File: src/rtl/mem_bus_arbiter.sv
// Two-requester cache-line arbiter for the shared C2 memory bus.
// One requester owns the bus at a time. A write sends the command plus
// BEATS data beats, then turns the bus around and waits for RESPONSE.
// A read sends the command, turns the bus around, waits for RESPONSE and
// then captures BEATS data beats. An 8-bit watchdog ends a transaction
// with err set when no RESPONSE arrives.
module mem_bus_arbiter #(
   parameter int ADDR_W  = 14,
   parameter int DATA_W  = 16,
   parameter int BEATS   = 8,
   parameter int TIMEOUT = 255
) (
   input  logic                     clk,
   input  logic                     reset,
   input  logic                     req0,
   input  logic                     req1,
   input  logic                     we0,
   input  logic                     we1,
   input  logic [ADDR_W-1:0]        addr0,
   input  logic [ADDR_W-1:0]        addr1,
   input  logic [DATA_W*BEATS-1:0]  wline0,
   input  logic [DATA_W*BEATS-1:0]  wline1,
   output logic                     done0,
   output logic                     done1,
   output logic                     err0,
   output logic                     err1,
   output logic [DATA_W*BEATS-1:0]  rline,
   output logic [ADDR_W-1:0]        a2,
   output logic [1:0]               c2_out,
   output logic                     c2_oe,
   output logic [DATA_W-1:0]        d2_out,
   output logic                     d2_oe,
   input  logic [1:0]               c2_in,
   input  logic [DATA_W-1:0]        d2_in
);

   // Beat index width; kept at least 1 bit so a single-beat line still builds.
   localparam int BW = (BEATS > 1) ? $clog2(BEATS) : 1;
   localparam logic [BW-1:0] LAST_BEAT = BW'(BEATS - 1);
   localparam logic [7:0]    TO_LIM    = 8'(TIMEOUT);

   // C2 command codes
   localparam logic [1:0] C2_NOP  = 2'd0;
   localparam logic [1:0] C2_RESP = 2'd1;
   localparam logic [1:0] C2_RD   = 2'd2;
   localparam logic [1:0] C2_WR   = 2'd3;

   // Transaction states
   localparam logic [2:0] S_IDLE  = 3'd0;
   localparam logic [2:0] S_CMD   = 3'd1;
   localparam logic [2:0] S_WDATA = 3'd2;
   localparam logic [2:0] S_TURN  = 3'd3;
   localparam logic [2:0] S_WAIT  = 3'd4;
   localparam logic [2:0] S_RDATA = 3'd5;
   localparam logic [2:0] S_DONE  = 3'd6;

   logic [2:0]                   r_state;
   logic                         r_owner;   // requester that owns the bus
   logic                         r_last;    // requester granted most recently
   logic                         r_we;
   logic [ADDR_W-1:0]            r_addr;
   logic [BEATS-1:0][DATA_W-1:0] r_wline;
   logic [BEATS-1:0][DATA_W-1:0] r_rline;
   logic [BW-1:0]                r_beat;
   logic [7:0]                   r_cnt;
   logic                         r_err;

   logic                         w_any_req;
   logic                         w_win;
   logic [7:0]                   w_cnt_nxt;
   logic                         w_drive;
   logic                         w_done;

   // Round-robin pick: on a tie the requester not granted last wins.
   always_comb begin
      w_any_req = req0 | req1;
      w_win     = (req0 & req1) ? ~r_last : req1;
      w_cnt_nxt = r_cnt + 8'd1;
   end

   // Transaction sequencer; all request inputs are sampled only in IDLE.
   always_ff @(posedge clk or negedge reset) begin
      if (!reset) begin
         r_state <= S_IDLE;
         r_owner <= 1'b0;
         r_last  <= 1'b1;
         r_we    <= 1'b0;
         r_addr  <= '0;
         r_wline <= '0;
         r_rline <= '0;
         r_beat  <= '0;
         r_cnt   <= '0;
         r_err   <= 1'b0;
      end else begin
         case (r_state)
            S_IDLE: begin
               if (w_any_req) begin
                  r_owner <= w_win;
                  r_we    <= w_win ? we1    : we0;
                  r_addr  <= w_win ? addr1  : addr0;
                  r_wline <= w_win ? wline1 : wline0;
                  r_beat  <= '0;
                  r_err   <= 1'b0;
                  r_state <= S_CMD;
               end
            end
            S_CMD: begin
               // Beat 0 of a write goes out with the command itself.
               if (r_we && (BEATS > 1)) begin
                  r_beat  <= BW'(1);
                  r_state <= S_WDATA;
               end else begin
                  r_state <= S_TURN;
               end
            end
            S_WDATA: begin
               if (r_beat == LAST_BEAT) begin
                  r_state <= S_TURN;
               end else begin
                  r_beat <= r_beat + BW'(1);
               end
            end
            S_TURN: begin
               r_cnt   <= '0;
               r_state <= S_WAIT;
            end
            S_WAIT: begin
               r_cnt <= w_cnt_nxt;
               // A response in the final watchdog cycle still counts as success.
               if (c2_in == C2_RESP) begin
                  if (r_we) begin
                     r_state <= S_DONE;
                  end else begin
                     r_rline[0] <= d2_in;
                     if (BEATS > 1) begin
                        r_beat  <= BW'(1);
                        r_state <= S_RDATA;
                     end else begin
                        r_state <= S_DONE;
                     end
                  end
               end else if (w_cnt_nxt == TO_LIM) begin
                  r_err   <= 1'b1;
                  r_state <= S_DONE;
               end
            end
            S_RDATA: begin
               // The responder streams the remaining beats back to back.
               r_rline[r_beat] <= d2_in;
               if (r_beat == LAST_BEAT) begin
                  r_state <= S_DONE;
               end else begin
                  r_beat <= r_beat + BW'(1);
               end
            end
            S_DONE: begin
               r_last  <= r_owner;
               r_state <= S_IDLE;
            end
            default: begin
               r_state <= S_IDLE;
            end
         endcase
      end
   end

   // Bus drive and completion decode; the bus is driven only in CMD and WDATA.
   always_comb begin
      w_drive = (r_state == S_CMD) || (r_state == S_WDATA);
      w_done  = (r_state == S_DONE);
      c2_oe   = w_drive;
      d2_oe   = w_drive & r_we;
      a2      = w_drive ? r_addr : '0;
      d2_out  = (w_drive & r_we) ? r_wline[r_beat] : '0;
      c2_out  = C2_NOP;
      if (r_state == S_CMD) begin
         c2_out = r_we ? C2_WR : C2_RD;
      end else if (r_state == S_WDATA) begin
         c2_out = C2_WR;
      end
      done0   = w_done & ~r_owner;
      done1   = w_done &  r_owner;
      err0    = w_done & ~r_owner & r_err;
      err1    = w_done &  r_owner & r_err;
      rline   = r_rline;
   end

endmodule

File: config.mk
export PLATFORM = sky130hd
export DESIGN_NAME = mem_bus_arbiter
export DESIGN_NICKNAME = d
export VERILOG_FILES = /design/src/rtl/mem_bus_arbiter.sv
export SDC_FILE = /design/constraint.sdc
export NUM_CORES = 1
export LEC_CHECK = 0
export CAP_MARGIN = 10
export CORE_MARGIN = 2
export CORE_UTILIZATION = 35
export CTS_CLUSTER_DIAMETER = 40
export DETAILED_ROUTE_END_ITERATION = 8
export GPL_TIMING_DRIVEN = 1
export PLACE_DENSITY = 0.68
export SYNTH_ARGS = -nofsm -noshare
export SYNTH_HDL_FRONTEND = slang
export SYNTH_SLANG_ARGS = --single-unit
File: constraint.sdc
create_clock -name clk -period 5.6 [get_ports clk]
set_input_delay 1.12 -clock clk [delete_from_list [all_inputs] [get_ports clk]]
set_output_delay 1.12 -clock clk [all_outputs]
set_load 0.01 [all_outputs]
==> key figures <==
Power
  • Switching power: 3.278 mW
  • Switching share of total power: 0.3404
  • Worst VDD drop: 0.2262 mV
  • Reg power frac: 0.365
  • Clock Power Share: 0.279
  • Pwr/cell area: 475.6 mW/mm2
  • Leak: 8.938 nW
  • Pint: ~6.4 mW
  • Gate power share: 0.356

Placement
  • Setup WS pre-CTS: 0.9618 ns
  • Hpwl dp: 34010 um
  • Port buffer count: 473
  • Gpl congestion: roughly 0.85

Clocking
  • CTS buffer count: 44
  • Deepest clock path buffer count: 3
  • Resize count post-CTS: 0
  • Clock sink count: 288
  • H-tree levels: 2
  • Clock Latency Late Sink: roughly 0.54 ns
  • Setup Fix Bufs, Post-CTS: 0
  • CTS clk-pin slew, worst paths: 0.05 ns
  • CTS Hold Bufs: 0
  • CTS tree: yes
  • Root Driver: clkbuf_16

Synth
  • Mapped Area: 0.01361 mm2
  • FFs w/ async S/R, synth: 1.000
  • Syn_area_per_cell: 11.57 um2
  • Number of distinct library cells after synthesis: 60
  • Seq cells post-synth: 288
  • Post-synth EDFFs: 0
  • Post-Syn Nets: 1488
  • Post-synthesis cell count: 1176
  • Yosys warns: 0
  • Post-synthesis sequential area ratio: 0.5298
  • Post-synth top flop: dfrtp_1

Cells and area
  • Area grow syn2layout: 48.82%
  • Nets: 1937
  • Register area: 0.007209 mm2
  • Share of cells above drive strength 1: 0.1610
  • Most frequent cells in the layout: clkdlybuf4s50_1 (472), dfrtp_1 (286), nand2_1 (173)
  • Layout fillers: 3464
  • Multi-input gate area: 0.006000 mm2
  • Utilization after layout: 0.5264
  • Most common cell after layout, fill and taps aside: clkdlybuf4s50_1

Global route
  • Initial antenna violation count: 2
  • Top Usage Layer GRT: met2
  • Grt met2 use: 0.3877
  • Tot GR Track Use: 0.2192
  • M1 GR Usage: 0.2577
  • GRT Residual Overflow: 0
  • First-pass GRT wire length: between 60000 and 70000 um
  • Vias in the first global route: 11220
  • Met3 usage: 0.05458
  • Largest net degree at the start of global routing: 156

Route
  • Total number of vias: 10870
  • Final wirelength: 44760 um
  • Avg WL per Cell: 20.56 um
  • DR iter-0 viols: ~700
  • Detail Route Antenna Nets: 0
  • Vias per inst: between 4 and 5
  • Drt drc: 0
  • Pre-Repair DR Iteration Count: 5

Setup path
  • Crit path DAT: 4.17 ns
  • CP endpoint kind: primary output
  • CP required: 4.48 ns
  • Startpoint Class: register
  • Critical Path Fanout Max: 17
  • Crit Path Category: register to primary output

Floorplanning
  • Core box area: 0.03847 mm2
  • Top Ports: 474
  • Die footprint: roughly 0.040 mm2
  • DIE WIDTH: 201.2 um
  • Row count: just over 70
  • Die Height: 201.2 um
  • Starting Density: 0.3537

Min path
  • Hold Path Class: register to register

STA
  • Fin Clk Skew: between 0.015 and 0.02 ns
  • Relative slew slack: 0.2545
  • Max-slew violation count: 0
  • Final setup fails: 0
  • RSZ-0062 raised after global routing: no
  • Final setup TNS: 0 ns
  • Top achievable clock speed: 0.1889 GHz
  • Period minus WS final: 5.295 ns
  • Worst Max-Slew Pin Slew: 1.115 ns
  • Hold Violations, Final: 0
  • Tcrit/Tclk final: 0.9455
  • Final WS setup: 0.3053 ns

Flow run
  • Max-cap violations: 0

Status
  • Status: complete, no violations
==> path summary, 6_finish.rpt <==
check                      cells past startpoint    endpoint       start  slack (ns)
setup reg to reg                               7   r_beat[2]   r_beat[0]        2.79
max in group asynchronous                      2  r_wline[2]       reset        3.77
hold / removal                                 2   r_addr[7]   r_addr[7]        0.47
setup / recovery                               4  d2_out[13]  r_state[1]        0.31
min in group asynchronous                      1  rline[112]       reset        0.60
hold reg to reg                                2   r_addr[7]   r_addr[7]        0.47
==> synth_stat cells (6+ instances only) <==
master / n / area [um2]
mux2_4: 10 / 150.1
o221ai_1: 6 / 52.55
mux2_2: 131 / 1475
inv_1: 6 / 22.52
mux2i_1: 154 / 1541
a211oi_1: 6 / 45.04
a21oi_1: 18 / 90.09
dfrtp_1: 287 / 7182
o22ai_1: 15 / 93.84
clkbuf_1: 27 / 101.4
and3_1: 17 / 106.4
o21ai_0: 157 / 785.8
mux4_2: 13 / 292.8
nor2_1: 18 / 67.56
buf_1: 9 / 33.78
buf_2: 40 / 200.2
nand2_1: 173 / 649.4
==> registers in the layout, indices dropped and copies added, names as in the netlist <==
| signal | flops |
|---|---|
| r_last | 1 |
| r_state | 3 |
| r_cnt | 8 |
| r_err | 1 |
| r_owner | 1 |
| r_beat | 3 |
| r_we | 1 |
| r_addr | 14 |
| rline | 128 |
| r_wline | 128 |
==> kinds of logic after synthesis <==
kind of cell	count (synthesis)	share of synthesized area
buffers and inverters	91	0.03136
AO/OA/AOI/OAI	233	0.09748
XOR/XNOR	3	0.002484
AND/OR/NAND/NOR	249	0.08093
flip-flops	288	0.5298
adder cells (fa/ha/maj)	4	0.003679
multiplexers	308	0.2543
==> critical path, stage by stage (launching register included) <==
cell and delay [ns]:
dfrtp_1 0.69, xor2_2 0.59, nand3_1 0.72, a2111oi_0 0.93, clkdlybuf4s50_1 0.70
==> cell type report <==
| class | count | area share |
|---|---|---|
| repair buffers | 487 | 0.2417 |
| inverters | 7 | 0.001298 |
| well taps | 518 | 0.03201 |
| flip-flops and latches | 288 | 0.3561 |
| diodes | 1 | 0.0001236 |
| multi-input cells | 797 | 0.2963 |
| clock inverters | 31 | 0.01532 |
| clock buffers | 48 | 0.05716 |
==> stage by stage <==
stage / instances / instance area, um2 / hold slack (ns) / total power [mW]
after floorplan: 1176 / 13610 / 0.4418 / 5.261
after global placement: 2097 / 18780 / 0.4562 / 6.908
after detailed placement: 2097 / 18780 / 0.4627 / 6.993
after CTS: 2176 / 20250 / 0.4749 / 9.738
after global routing: 2176 / 20250 / 0.4974 / 10.20
final: 2177 / 20250 / 0.4717 / 9.630
==> power groups by stage <==
stage / clock [mW] / sequential (mW) / combinational, mW
3_5_place_dp: 0 / 3.55 / 3.45
6_report: 2.69 / 3.51 / 3.42
5_1_grt: 2.86 / 3.59 / 3.75
3_3_place_gp: 0 / 3.53 / 3.38
4_1_cts: 2.76 / 3.52 / 3.46
2_1_floorplan: 0 / 3.37 / 1.89
==> routing by layer <==
layer  wire [um]  up-vias
met1       17620     5228
met5          11        -
met3        3221       76
li1            -     5110
met2       22420      451
met4        1487        2
(Power assumes the default switching activity.)
